`src/rtl/rv_ctrl_pkg.sv`:
```
// Shared definitions for the RV32IM control stage: opcodes, ALU operation
// codes, load/store/branch sub-codes, the registered control bundle and the
// stage state enum.
package rv_ctrl_pkg;

  // Major opcodes (instruction bits [6:0])
  localparam logic [6:0] OPC_LUI    = 7'b0110111;
  localparam logic [6:0] OPC_AUIPC  = 7'b0010111;
  localparam logic [6:0] OPC_JAL    = 7'b1101111;
  localparam logic [6:0] OPC_JALR   = 7'b1100111;
  localparam logic [6:0] OPC_BRANCH = 7'b1100011;
  localparam logic [6:0] OPC_LOAD   = 7'b0000011;
  localparam logic [6:0] OPC_STORE  = 7'b0100011;
  localparam logic [6:0] OPC_OPIMM  = 7'b0010011;
  localparam logic [6:0] OPC_OP     = 7'b0110011;

  // funct7 classes for R-type and shift-immediate forms
  localparam logic [6:0] F7_BASE   = 7'b0000000;
  localparam logic [6:0] F7_ALT    = 7'b0100000;
  localparam logic [6:0] F7_MULDIV = 7'b0000001;

  // ALU operation codes
  localparam logic [4:0] ALU_ADD    = 5'b00001;
  localparam logic [4:0] ALU_AND    = 5'b00010;
  localparam logic [4:0] ALU_OR     = 5'b00011;
  localparam logic [4:0] ALU_XOR    = 5'b00100;
  localparam logic [4:0] ALU_SLL    = 5'b00101;
  localparam logic [4:0] ALU_SRL    = 5'b00110;
  localparam logic [4:0] ALU_SRA    = 5'b00111;
  localparam logic [4:0] ALU_SUB    = 5'b01000;
  localparam logic [4:0] ALU_MUL    = 5'b01001;
  localparam logic [4:0] ALU_MULH   = 5'b01010;
  localparam logic [4:0] ALU_MULHU  = 5'b01011;
  localparam logic [4:0] ALU_MULHSU = 5'b01100;
  localparam logic [4:0] ALU_DIV    = 5'b01101;
  localparam logic [4:0] ALU_DIVU   = 5'b01110;
  localparam logic [4:0] ALU_REM    = 5'b01111;
  localparam logic [4:0] ALU_REMU   = 5'b10000;
  localparam logic [4:0] ALU_SLT    = 5'b10001;
  localparam logic [4:0] ALU_SLTU   = 5'b10010;

  // LOADSIGNAL codes; LD_UPPER marks LUI/AUIPC
  localparam logic [2:0] LD_NONE  = 3'd0;
  localparam logic [2:0] LD_LB    = 3'd1;
  localparam logic [2:0] LD_LH    = 3'd2;
  localparam logic [2:0] LD_LW    = 3'd3;
  localparam logic [2:0] LD_LBU   = 3'd4;
  localparam logic [2:0] LD_LHU   = 3'd5;
  localparam logic [2:0] LD_UPPER = 3'd6;

  // STORESIGNAL codes
  localparam logic [1:0] ST_NONE = 2'd0;
  localparam logic [1:0] ST_SB   = 2'd1;
  localparam logic [1:0] ST_SH   = 2'd2;
  localparam logic [1:0] ST_SW   = 2'd3;

  // BRANCHSIGNAL codes
  localparam logic [2:0] BR_NONE = 3'd0;
  localparam logic [2:0] BR_BEQ  = 3'd1;
  localparam logic [2:0] BR_BNE  = 3'd2;
  localparam logic [2:0] BR_BLT  = 3'd3;
  localparam logic [2:0] BR_BGE  = 3'd4;
  localparam logic [2:0] BR_BLTU = 3'd5;
  localparam logic [2:0] BR_BGEU = 3'd6;

  // Stage occupancy: RUN single-cycle, MEM waiting on data memory, MDU
  // counting down a multi-cycle multiply/divide.
  typedef enum logic [1:0] {
    RUN = 2'd0,
    MEM = 2'd1,
    MDU = 2'd2
  } state_t;

  // Control bundle held in the decode->execute register. WRITEENABLE is
  // stored as "this instruction writes back"; the stage gates it in time.
  typedef struct packed {
    logic [4:0] aluop;
    logic       imm;
    logic       selwrite;
    logic       jump;
    logic       read;
    logic       write;
    logic       we;
    logic [2:0] load;
    logic [1:0] store;
    logic [2:0] branch;
  } ctrl_t;

  // ALU op shared by OP and OP-IMM; alt selects SUB/SRA.
  function automatic logic [4:0] alu_base(input logic [2:0] f3, input logic alt);
    logic [4:0] op;
    case (f3)
      3'b000:  op = alt ? ALU_SUB : ALU_ADD;
      3'b001:  op = ALU_SLL;
      3'b010:  op = ALU_SLT;
      3'b011:  op = ALU_SLTU;
      3'b100:  op = ALU_XOR;
      3'b101:  op = alt ? ALU_SRA : ALU_SRL;
      3'b110:  op = ALU_OR;
      default: op = ALU_AND;
    endcase
    return op;
  endfunction

  // ALU op for the M extension (funct7 = 0000001).
  function automatic logic [4:0] alu_mdu(input logic [2:0] f3);
    logic [4:0] op;
    case (f3)
      3'b000:  op = ALU_MUL;
      3'b001:  op = ALU_MULH;
      3'b010:  op = ALU_MULHSU;
      3'b011:  op = ALU_MULHU;
      3'b100:  op = ALU_DIV;
      3'b101:  op = ALU_DIVU;
      3'b110:  op = ALU_REM;
      default: op = ALU_REMU;
    endcase
    return op;
  endfunction

endpackage

```
`src/rtl/rv_ctrl_if.sv`:
```
// Bundle between IF/ID, data memory and the control stage.
//
// Handshake: an instruction transfers on a rising edge when INSTR_VALID=1,
// STALL=0 and FLUSH=0. While STALL=1 the producer must hold INSTRUCTION
// steady; it is not consumed. BUSYWAIT=1 from data memory means the current
// load/store has not completed, and READ/WRITE stay asserted until it drops.
interface rv_ctrl_if;
  logic [31:0] INSTRUCTION;
  logic        INSTR_VALID;
  logic        FLUSH;
  logic        BUSYWAIT;

  logic [4:0]  ALUOP;
  logic        IMMflag;
  logic        SELECTWRITE;
  logic        Jumpflag;
  logic        READ;
  logic        WRITE;
  logic        WRITEENABLE;
  logic [2:0]  LOADSIGNAL;
  logic [1:0]  STORESIGNAL;
  logic [2:0]  BRANCHSIGNAL;
  logic        CTRL_VALID;
  logic        ILLEGAL;
  logic        STALL;

  modport master (
    output INSTRUCTION, INSTR_VALID, FLUSH, BUSYWAIT,
    input  ALUOP, IMMflag, SELECTWRITE, Jumpflag, READ, WRITE, WRITEENABLE,
           LOADSIGNAL, STORESIGNAL, BRANCHSIGNAL, CTRL_VALID, ILLEGAL, STALL
  );

  modport slave (
    input  INSTRUCTION, INSTR_VALID, FLUSH, BUSYWAIT,
    output ALUOP, IMMflag, SELECTWRITE, Jumpflag, READ, WRITE, WRITEENABLE,
           LOADSIGNAL, STORESIGNAL, BRANCHSIGNAL, CTRL_VALID, ILLEGAL, STALL
  );
endinterface

```
`src/rtl/rv_ctrl_decode.sv`:
```
// Combinational RV32IM decoder: instruction word to control bundle, plus
// classification flags used by the stage FSM. Anything undecodable yields an
// all-zero bundle with illegal=1.
module rv_ctrl_decode
  import rv_ctrl_pkg::*;
#(
  parameter bit ENABLE_M = 1'b1
) (
  input  logic [31:0] instr,
  output ctrl_t       ctrl,
  output logic        is_mem,
  output logic        is_mdu_mul,
  output logic        is_mdu_div,
  output logic        illegal
);

  logic [6:0] opcode;
  logic [2:0] funct3;
  logic [6:0] funct7;
  logic       bad;
  logic       unused_fields;

  assign opcode = instr[6:0];
  assign funct3 = instr[14:12];
  assign funct7 = instr[31:25];
  // Register specifiers are not needed for control decode.
  assign unused_fields = ^{instr[24:15], instr[11:7]};

  // Decode opcode/funct3/funct7 into the bundle; squash to zero if illegal.
  always_comb begin
    ctrl       = '0;
    is_mem     = 1'b0;
    is_mdu_mul = 1'b0;
    is_mdu_div = 1'b0;
    bad        = 1'b0;
    case (opcode)
      OPC_LUI, OPC_AUIPC: begin
        ctrl.aluop = ALU_ADD;
        ctrl.imm   = 1'b1;
        ctrl.load  = LD_UPPER;
        ctrl.we    = 1'b1;
      end
      OPC_JAL: begin
        ctrl.aluop = ALU_ADD;
        ctrl.imm   = 1'b1;
        ctrl.jump  = 1'b1;
        ctrl.we    = 1'b1;
      end
      OPC_JALR: begin
        ctrl.aluop = ALU_ADD;
        ctrl.imm   = 1'b1;
        ctrl.jump  = 1'b1;
        ctrl.we    = 1'b1;
        bad        = (funct3 != 3'b000);
      end
      OPC_BRANCH: begin
        ctrl.aluop = ALU_SUB;
        case (funct3)
          3'b000:  ctrl.branch = BR_BEQ;
          3'b001:  ctrl.branch = BR_BNE;
          3'b100:  ctrl.branch = BR_BLT;
          3'b101:  ctrl.branch = BR_BGE;
          3'b110:  ctrl.branch = BR_BLTU;
          3'b111:  ctrl.branch = BR_BGEU;
          default: bad = 1'b1;
        endcase
      end
      OPC_LOAD: begin
        ctrl.aluop    = ALU_ADD;
        ctrl.imm      = 1'b1;
        ctrl.read     = 1'b1;
        ctrl.selwrite = 1'b1;
        ctrl.we       = 1'b1;
        is_mem        = 1'b1;
        case (funct3)
          3'b000:  ctrl.load = LD_LB;
          3'b001:  ctrl.load = LD_LH;
          3'b010:  ctrl.load = LD_LW;
          3'b100:  ctrl.load = LD_LBU;
          3'b101:  ctrl.load = LD_LHU;
          default: bad = 1'b1;
        endcase
      end
      OPC_STORE: begin
        ctrl.aluop = ALU_ADD;
        ctrl.imm   = 1'b1;
        ctrl.write = 1'b1;
        is_mem     = 1'b1;
        case (funct3)
          3'b000:  ctrl.store = ST_SB;
          3'b001:  ctrl.store = ST_SH;
          3'b010:  ctrl.store = ST_SW;
          default: bad = 1'b1;
        endcase
      end
      OPC_OPIMM: begin
        ctrl.imm   = 1'b1;
        ctrl.we    = 1'b1;
        ctrl.aluop = alu_base(funct3, (funct3 == 3'b101) && (funct7 == F7_ALT));
        if (funct3 == 3'b001) begin
          bad = (funct7 != F7_BASE);
        end else if (funct3 == 3'b101) begin
          bad = (funct7 != F7_BASE) && (funct7 != F7_ALT);
        end
      end
      OPC_OP: begin
        ctrl.we = 1'b1;
        case (funct7)
          F7_BASE: ctrl.aluop = alu_base(funct3, 1'b0);
          F7_ALT: begin
            if ((funct3 == 3'b000) || (funct3 == 3'b101)) begin
              ctrl.aluop = alu_base(funct3, 1'b1);
            end else begin
              bad = 1'b1;
            end
          end
          F7_MULDIV: begin
            if (ENABLE_M) begin
              ctrl.aluop = alu_mdu(funct3);
              is_mdu_mul = ~funct3[2];
              is_mdu_div = funct3[2];
            end else begin
              bad = 1'b1;
            end
          end
          default: bad = 1'b1;
        endcase
      end
      default: bad = 1'b1;
    endcase
    if (bad) begin
      ctrl       = '0;
      is_mem     = 1'b0;
      is_mdu_mul = 1'b0;
      is_mdu_div = 1'b0;
    end
  end

  assign illegal = bad;

endmodule

```
`src/rtl/rv_ctrl_stage.sv`:
```
// Decode->execute control register with stall handling: memory ops wait on
// BUSYWAIT, multiply/divide ops occupy execute for a fixed cycle count, and
// FLUSH turns the instruction being captured into a bubble.
module rv_ctrl_stage
  import rv_ctrl_pkg::*;
#(
  parameter int MUL_CYCLES = 1,
  parameter int DIV_CYCLES = 33,
  parameter bit ENABLE_M   = 1'b1
) (
  input  logic   CLK,
  input  logic   RESET,
  rv_ctrl_if.slave bus,
  output state_t dbg_state
);

  localparam int MAX_CYC = (MUL_CYCLES > DIV_CYCLES) ? MUL_CYCLES : DIV_CYCLES;
  // Counter holds N-1 at most.
  localparam int CNT_W   = (MAX_CYC > 1) ? $clog2(MAX_CYC) : 1;

  typedef logic [CNT_W-1:0] cnt_t;

  ctrl_t  dec_ctrl;
  logic   dec_is_mem, dec_is_mul, dec_is_div, dec_illegal;

  state_t state_q, state_d;
  ctrl_t  ctrl_q, ctrl_d;
  logic   valid_q, valid_d;
  logic   ill_q, ill_d;
  cnt_t   cnt_q, cnt_d;
  logic   stall, we_gate, take;

  rv_ctrl_decode #(.ENABLE_M(ENABLE_M)) u_decode (
    .instr      (bus.INSTRUCTION),
    .ctrl       (dec_ctrl),
    .is_mem     (dec_is_mem),
    .is_mdu_mul (dec_is_mul),
    .is_mdu_div (dec_is_div),
    .illegal    (dec_illegal)
  );

  // State, control register and latency counter.
  always_ff @(posedge CLK) begin
    if (RESET) begin
      state_q <= RUN;
      ctrl_q  <= '0;
      valid_q <= 1'b0;
      ill_q   <= 1'b0;
      cnt_q   <= '0;
    end else begin
      state_q <= state_d;
      ctrl_q  <= ctrl_d;
      valid_q <= valid_d;
      ill_q   <= ill_d;
      cnt_q   <= cnt_d;
    end
  end

  // Stall/write-enable timing per state, and capture of the next instruction
  // whenever the current one is in its final cycle.
  always_comb begin
    state_d = state_q;
    ctrl_d  = ctrl_q;
    valid_d = valid_q;
    ill_d   = ill_q;
    cnt_d   = cnt_q;
    stall   = 1'b0;
    we_gate = 1'b1;
    take    = 1'b0;
    case (state_q)
      MEM: begin
        stall   = bus.BUSYWAIT;
        we_gate = ~bus.BUSYWAIT;
      end
      MDU: begin
        stall   = (cnt_q != '0);
        we_gate = (cnt_q == '0);
      end
      default: ;
    endcase
    if (stall) begin
      // The held op is older than any branch, so FLUSH has no effect here.
      if (state_q == MDU) begin
        cnt_d = cnt_q - cnt_t'(1);
      end
    end else begin
      take    = bus.INSTR_VALID & ~bus.FLUSH;
      ctrl_d  = take ? dec_ctrl : '0;
      valid_d = take;
      ill_d   = take & dec_illegal;
      cnt_d   = '0;
      state_d = RUN;
      if (take & dec_is_mem) begin
        state_d = MEM;
      end else if (take & dec_is_mul & (MUL_CYCLES > 1)) begin
        state_d = MDU;
        cnt_d   = cnt_t'(MUL_CYCLES - 1);
      end else if (take & dec_is_div & (DIV_CYCLES > 1)) begin
        state_d = MDU;
        cnt_d   = cnt_t'(DIV_CYCLES - 1);
      end
    end
  end

  assign bus.ALUOP        = ctrl_q.aluop;
  assign bus.IMMflag      = ctrl_q.imm;
  assign bus.SELECTWRITE  = ctrl_q.selwrite;
  assign bus.Jumpflag     = ctrl_q.jump;
  assign bus.READ         = ctrl_q.read;
  assign bus.WRITE        = ctrl_q.write;
  assign bus.WRITEENABLE  = ctrl_q.we & we_gate;
  assign bus.LOADSIGNAL   = ctrl_q.load;
  assign bus.STORESIGNAL  = ctrl_q.store;
  assign bus.BRANCHSIGNAL = ctrl_q.branch;
  assign bus.CTRL_VALID   = valid_q;
  assign bus.ILLEGAL      = ill_q;
  assign bus.STALL        = stall;
  assign dbg_state        = state_q;

endmodule

```
`src/flat_wrapper.sv`:
```
// flat-port wrapper written by rule: the top's interface ports become plain ports
module rv_ctrl_stage_flat import rv_ctrl_pkg::*;
#(
  parameter int MUL_CYCLES = 1,
  parameter int DIV_CYCLES = 33,
  parameter bit ENABLE_M   = 1'b1
)
  (CLK, RESET, dbg_state, bus_INSTRUCTION, bus_INSTR_VALID, bus_FLUSH, bus_BUSYWAIT, bus_ALUOP, bus_IMMflag, bus_SELECTWRITE, bus_Jumpflag, bus_READ, bus_WRITE, bus_WRITEENABLE, bus_LOADSIGNAL, bus_STORESIGNAL, bus_BRANCHSIGNAL, bus_CTRL_VALID, bus_ILLEGAL, bus_STALL);
  rv_ctrl_if bus_i ();
  input  logic CLK;
  input  logic RESET;
  output state_t dbg_state;
  input wire logic [$bits(bus_i.INSTRUCTION)-1:0] bus_INSTRUCTION;
  input wire logic [$bits(bus_i.INSTR_VALID)-1:0] bus_INSTR_VALID;
  input wire logic [$bits(bus_i.FLUSH)-1:0] bus_FLUSH;
  input wire logic [$bits(bus_i.BUSYWAIT)-1:0] bus_BUSYWAIT;
  output wire logic [$bits(bus_i.ALUOP)-1:0] bus_ALUOP;
  output wire logic [$bits(bus_i.IMMflag)-1:0] bus_IMMflag;
  output wire logic [$bits(bus_i.SELECTWRITE)-1:0] bus_SELECTWRITE;
  output wire logic [$bits(bus_i.Jumpflag)-1:0] bus_Jumpflag;
  output wire logic [$bits(bus_i.READ)-1:0] bus_READ;
  output wire logic [$bits(bus_i.WRITE)-1:0] bus_WRITE;
  output wire logic [$bits(bus_i.WRITEENABLE)-1:0] bus_WRITEENABLE;
  output wire logic [$bits(bus_i.LOADSIGNAL)-1:0] bus_LOADSIGNAL;
  output wire logic [$bits(bus_i.STORESIGNAL)-1:0] bus_STORESIGNAL;
  output wire logic [$bits(bus_i.BRANCHSIGNAL)-1:0] bus_BRANCHSIGNAL;
  output wire logic [$bits(bus_i.CTRL_VALID)-1:0] bus_CTRL_VALID;
  output wire logic [$bits(bus_i.ILLEGAL)-1:0] bus_ILLEGAL;
  output wire logic [$bits(bus_i.STALL)-1:0] bus_STALL;
  assign bus_i.INSTRUCTION = bus_INSTRUCTION;
  assign bus_i.INSTR_VALID = bus_INSTR_VALID;
  assign bus_i.FLUSH = bus_FLUSH;
  assign bus_i.BUSYWAIT = bus_BUSYWAIT;
  assign bus_ALUOP = bus_i.ALUOP;
  assign bus_IMMflag = bus_i.IMMflag;
  assign bus_SELECTWRITE = bus_i.SELECTWRITE;
  assign bus_Jumpflag = bus_i.Jumpflag;
  assign bus_READ = bus_i.READ;
  assign bus_WRITE = bus_i.WRITE;
  assign bus_WRITEENABLE = bus_i.WRITEENABLE;
  assign bus_LOADSIGNAL = bus_i.LOADSIGNAL;
  assign bus_STORESIGNAL = bus_i.STORESIGNAL;
  assign bus_BRANCHSIGNAL = bus_i.BRANCHSIGNAL;
  assign bus_CTRL_VALID = bus_i.CTRL_VALID;
  assign bus_ILLEGAL = bus_i.ILLEGAL;
  assign bus_STALL = bus_i.STALL;
  rv_ctrl_stage #(.MUL_CYCLES(MUL_CYCLES), .DIV_CYCLES(DIV_CYCLES), .ENABLE_M(ENABLE_M)) u_core (.CLK(CLK), .RESET(RESET), .bus(bus_i), .dbg_state(dbg_state));
endmodule
```
`config.mk`:
```
export PLATFORM = sky130hd
export DESIGN_NAME = rv_ctrl_stage_flat
export DESIGN_NICKNAME = d
export VERILOG_FILES = /design/src/rtl/rv_ctrl_pkg.sv /design/src/rtl/rv_ctrl_if.sv /design/src/rtl/rv_ctrl_decode.sv /design/src/rtl/rv_ctrl_stage.sv /design/src/flat_wrapper.sv
export SDC_FILE = /design/constraint.sdc
export NUM_CORES = 1
export LEC_CHECK = 0
export BUFFER_PORTS_ARGS = -buffer_cell sky130_fd_sc_hd__buf_2
export CAP_MARGIN = 40
export CORE_MARGIN = 5
export CORE_UTILIZATION = 41
export DETAILED_ROUTE_END_ITERATION = 10
export GPL_ROUTABILITY_DRIVEN = 1
export PLACE_DENSITY = 0.68
export SLEW_MARGIN = 25
export SYNTH_ARGS = -nofsm -noshare
export SYNTH_HDL_FRONTEND = slang
export SYNTH_HIERARCHICAL = 1
export SYNTH_SLANG_ARGS = --single-unit
```
`constraint.sdc`:
```
create_clock -name CLK -period 1.6 [get_ports CLK]
set_input_delay 0.16 -clock CLK [delete_from_list [all_inputs] [get_ports CLK]]
set_output_delay 0.16 -clock CLK [all_outputs]
set_load 0.02 [all_outputs]
```
==> key figures <==
Outcome
  • Status: finished, violations left
  • Failing checks: negative setup slack

Clock network
  • H-tree Lvls: 2
  • Clock-pin slew on the worst setup and hold paths: 0.06 ns
  • Hold_buf cts: 0
  • Num CTS Buffers: 5
  • Clk buf depth: 2
  • # clock sinks: 29
  • CTS tree: yes
  • Clock Latency Late Sink: 0.28 ns
  • Root buffer cell: clkbuf_8

STA
  • Fin. Hold Viols: 0
  • F_max: 599 MHz
  • RSZ-0062 raised after global routing: true
  • Fin crit period: 1.67 ns
  • Worst slew margin: 0.759
  • Slew Viols, Final: 0
  • Clock Skew: 0.00408 ns
  • Final TNS setup: -0.604 ns
  • Fin Hold WS: 0.124 ns
  • Period utilisation layout: 1.04
  • Fin worst setup slack: -0.0684 ns
  • # setup viols final: 22
  • Slew @ Worst Pin: 0.360 ns

Placement
  • DP HPWL: 4200 µm
  • Port Buffers: 45
  • Routability cong.: 0.871

Layout
  • Fin nets: 369
  • Layout cells sized above 1: 0.471
  • Final Util: 0.603
  • Multi-input gate area: 1350 µm²
  • Area Overhead vs Synth: 40.6%
  • Register area: 592 µm²
  • N_diodes: 0
  • Layout fillers: 443

Critical path
  • FF-to-FF setup slack: -0.04 ns
  • Reg2reg path depth: 8
  • Cell family with most CP delay: flip-flops
  • Req. time, crit path: 1.44 ns
  • Critical path arrival: 1.51 ns
  • Crit path buf inv count: 3
  • Cell Chain, Critical Path: inv_2 > ha_4 > nand2_4 > a311oi_4 > buf_6 > buf_6
  • Setup CP Type: reg2out
  • Reg-to-reg endpoint: u_core/bus.ALUOP[3]
  • R2r startpoint: u_core/dbg_state[1]
  • CP peak stage delay: 0.36 ns
  • Critical Path Start Type: flop
  • Most used cell, CP: buf_6
  • Critical-path maximum fanout: 5
  • Max stage delay cell, worst path: dfxtp_4
  • CP endpoint kind: output port

Pwr
  • Switching Fraction: 0.270
  • Switching Power: 428 µW
  • Clk pwr share: 0.369
  • Combinational Power Share: 0.175
  • PwrDens: 545 nW/µm²
  • Pleak: 0.00128 µW
  • Peak supply drop: 317 µV
  • Reg power frac: 0.456
  • Internal power: 1150 µW

Floorplan
  • Core Region: 4820 µm²
  • Num rows: 25
  • Die width: 81.0 µm
  • Die Footprint: 6560 µm²
  • Ports: 61
  • Initial Util: 0.429
  • Die Ht: 81.0 µm

Synth
  • Cells after Synth: 244
  • Mapped Area: 2070 µm²
  • Yosys warns: 6
  • Synth Area per Inst: 8.47 µm²
  • Post-Synthesis Net Count: 285

Detailed routing
  • Pre-antenna DRT Iters: 4
  • Vias/cell: 5.14
  • Post-Route WL: 5490 µm
  • Via Count: 2036
  • First-iteration detailed-routing DRC count: 96
  • Wirelength per Cell: 13.9 µm
  • DRC Markers: 0
  • Routed Antenna Nets: 0

Min path
  • Hold Crit Depth: 2
  • Hold path startpoint: RESET
  • Hold Path Sink: u_core/cnt_q[5]
  • Type of the worst min-delay path: in2reg

Global routing
  • GRT Overall Usage: 0.177
  • GR Overflow Total: 0
  • Global-route wire length before repair: 9210 µm
  • Vias in the first global route: 1989
  • Antenna violations before repair: 0
  • Largest net degree at the start of global routing: 20

Run
  • Max-cap check violation count: 0
## cell type report
type | instances | area share
timing repair buffer | 109 | 0.263
clock inverter | 3 | 0.00560
tap | 67 | 0.0289
inverter | 9 | 0.0125
clock buffer | 5 | 0.0237
multi-input combinational | 174 | 0.463
sequential | 29 | 0.204
## worst reg2reg max path, delay by kind of cell, from the launching register on
kind,cells,cell delay [ns]
flops,1,0.36
compound gates,2,0.47
fa+ha+maj,1,0.15
buf+inv,3,0.37
simple gates,2,0.24
## sequential cells by signal, indices dropped and copies added, names as in the netlist
name                     flops
u_core/dbg_state             2
u_core/bus.READ              1
u_core/cnt_q                 6
u_core/bus.Jumpflag          1
u_core/bus.ILLEGAL           1
u_core/bus.BRANCHSIGNAL      3
u_core/bus.LOADSIGNAL        3
u_core/bus.SELECTWRITE       1
u_core/bus.ALUOP             5
u_core/bus.IMMflag           1
u_core/bus.STORESIGNAL       2
u_core/bus.CTRL_VALID        1
u_core/bus.WRITE             1
u_core/ctrl_q                1
## power groups by stage
stage | logic [µW] | clock network (µW) | registers, µW
2_1_floorplan | 140 | 0 | 741
4_1_cts | 268 | 597 | 722
5_1_grt | 303 | 637 | 722
3_5_place_dp | 263 | 0 | 738
3_3_place_gp | 257 | 0 | 738
6_report | 277 | 583 | 722
## cells in the final DEF (no fill, tap or decap), types with 3 or more instances in the layout
master / count
ha_4: 3
inv_2: 4
dfxtp_1: 24
nor2_1: 19
buf_2: 41
clkbuf_8: 5
inv_1: 4
nor2b_1: 5
a22o_1: 22
buf_4: 60
nand2_1: 13
xnor2_1: 3
dfxtp_2: 3
nor3b_1: 3
nor3_1: 9
nand3b_1: 4
nand2b_1: 8
buf_6: 6
a21oi_1: 10
a31oi_1: 3
or3_1: 3
o21ai_0: 8
## worst max-delay path by stage
stage	startpoint	end	cells past startpoint
5_1_grt	u_core/dbg_state[1]	bus_STALL	6
4_1_cts	u_core/cnt_q[1]	u_core/bus.ALUOP[3]	8
6_report	u_core/dbg_state[1]	bus_STALL	6
2_1_floorplan	u_core/cnt_q[1]	u_core/dbg_state[0]	7
3_3_place_gp	u_core/dbg_state[1]	u_core/dbg_state[0]	6
3_5_place_dp	u_core/dbg_state[1]	u_core/bus.ALUOP[3]	7
## metal layers
metal / GRT usage / up-vias / share of wire
met4: 0.0693 / 0 / 0.014
met3: 0.0266 / 7 / 0.051
met2: 0.286 / 55 / 0.46
li1: - / 1046 / -
met5: 0 / - / 0
met1: 0.238 / 928 / 0.47
## metrics by stage
step                      std cells  worst slack, ns  power, µW  instance area (µm²)
after global routing            396           -0.140       1660                 2910
after detailed placement        379           -0.316       1000                 2640
after global placement          378           -0.449        996                 2630
final                           396          -0.0684       1580                 2910
after CTS                       393           -0.101       1590                 2800
after floorplan                 244           -0.181        881                 2110
## timing repair
| item | 4_1_cts | 5_1_grt |
|---|---|---|
| resized for setup | 10 | 16 |
| setup buffers | 6 | 3 |
| endpoints found under the hold margin | 0 | 0 |
| endpoints found under the setup margin | 24 | 27 |
| cloned | 0 | 0 |
| pin swaps | 4 | 5 |
(Power assumes the default switching activity.)
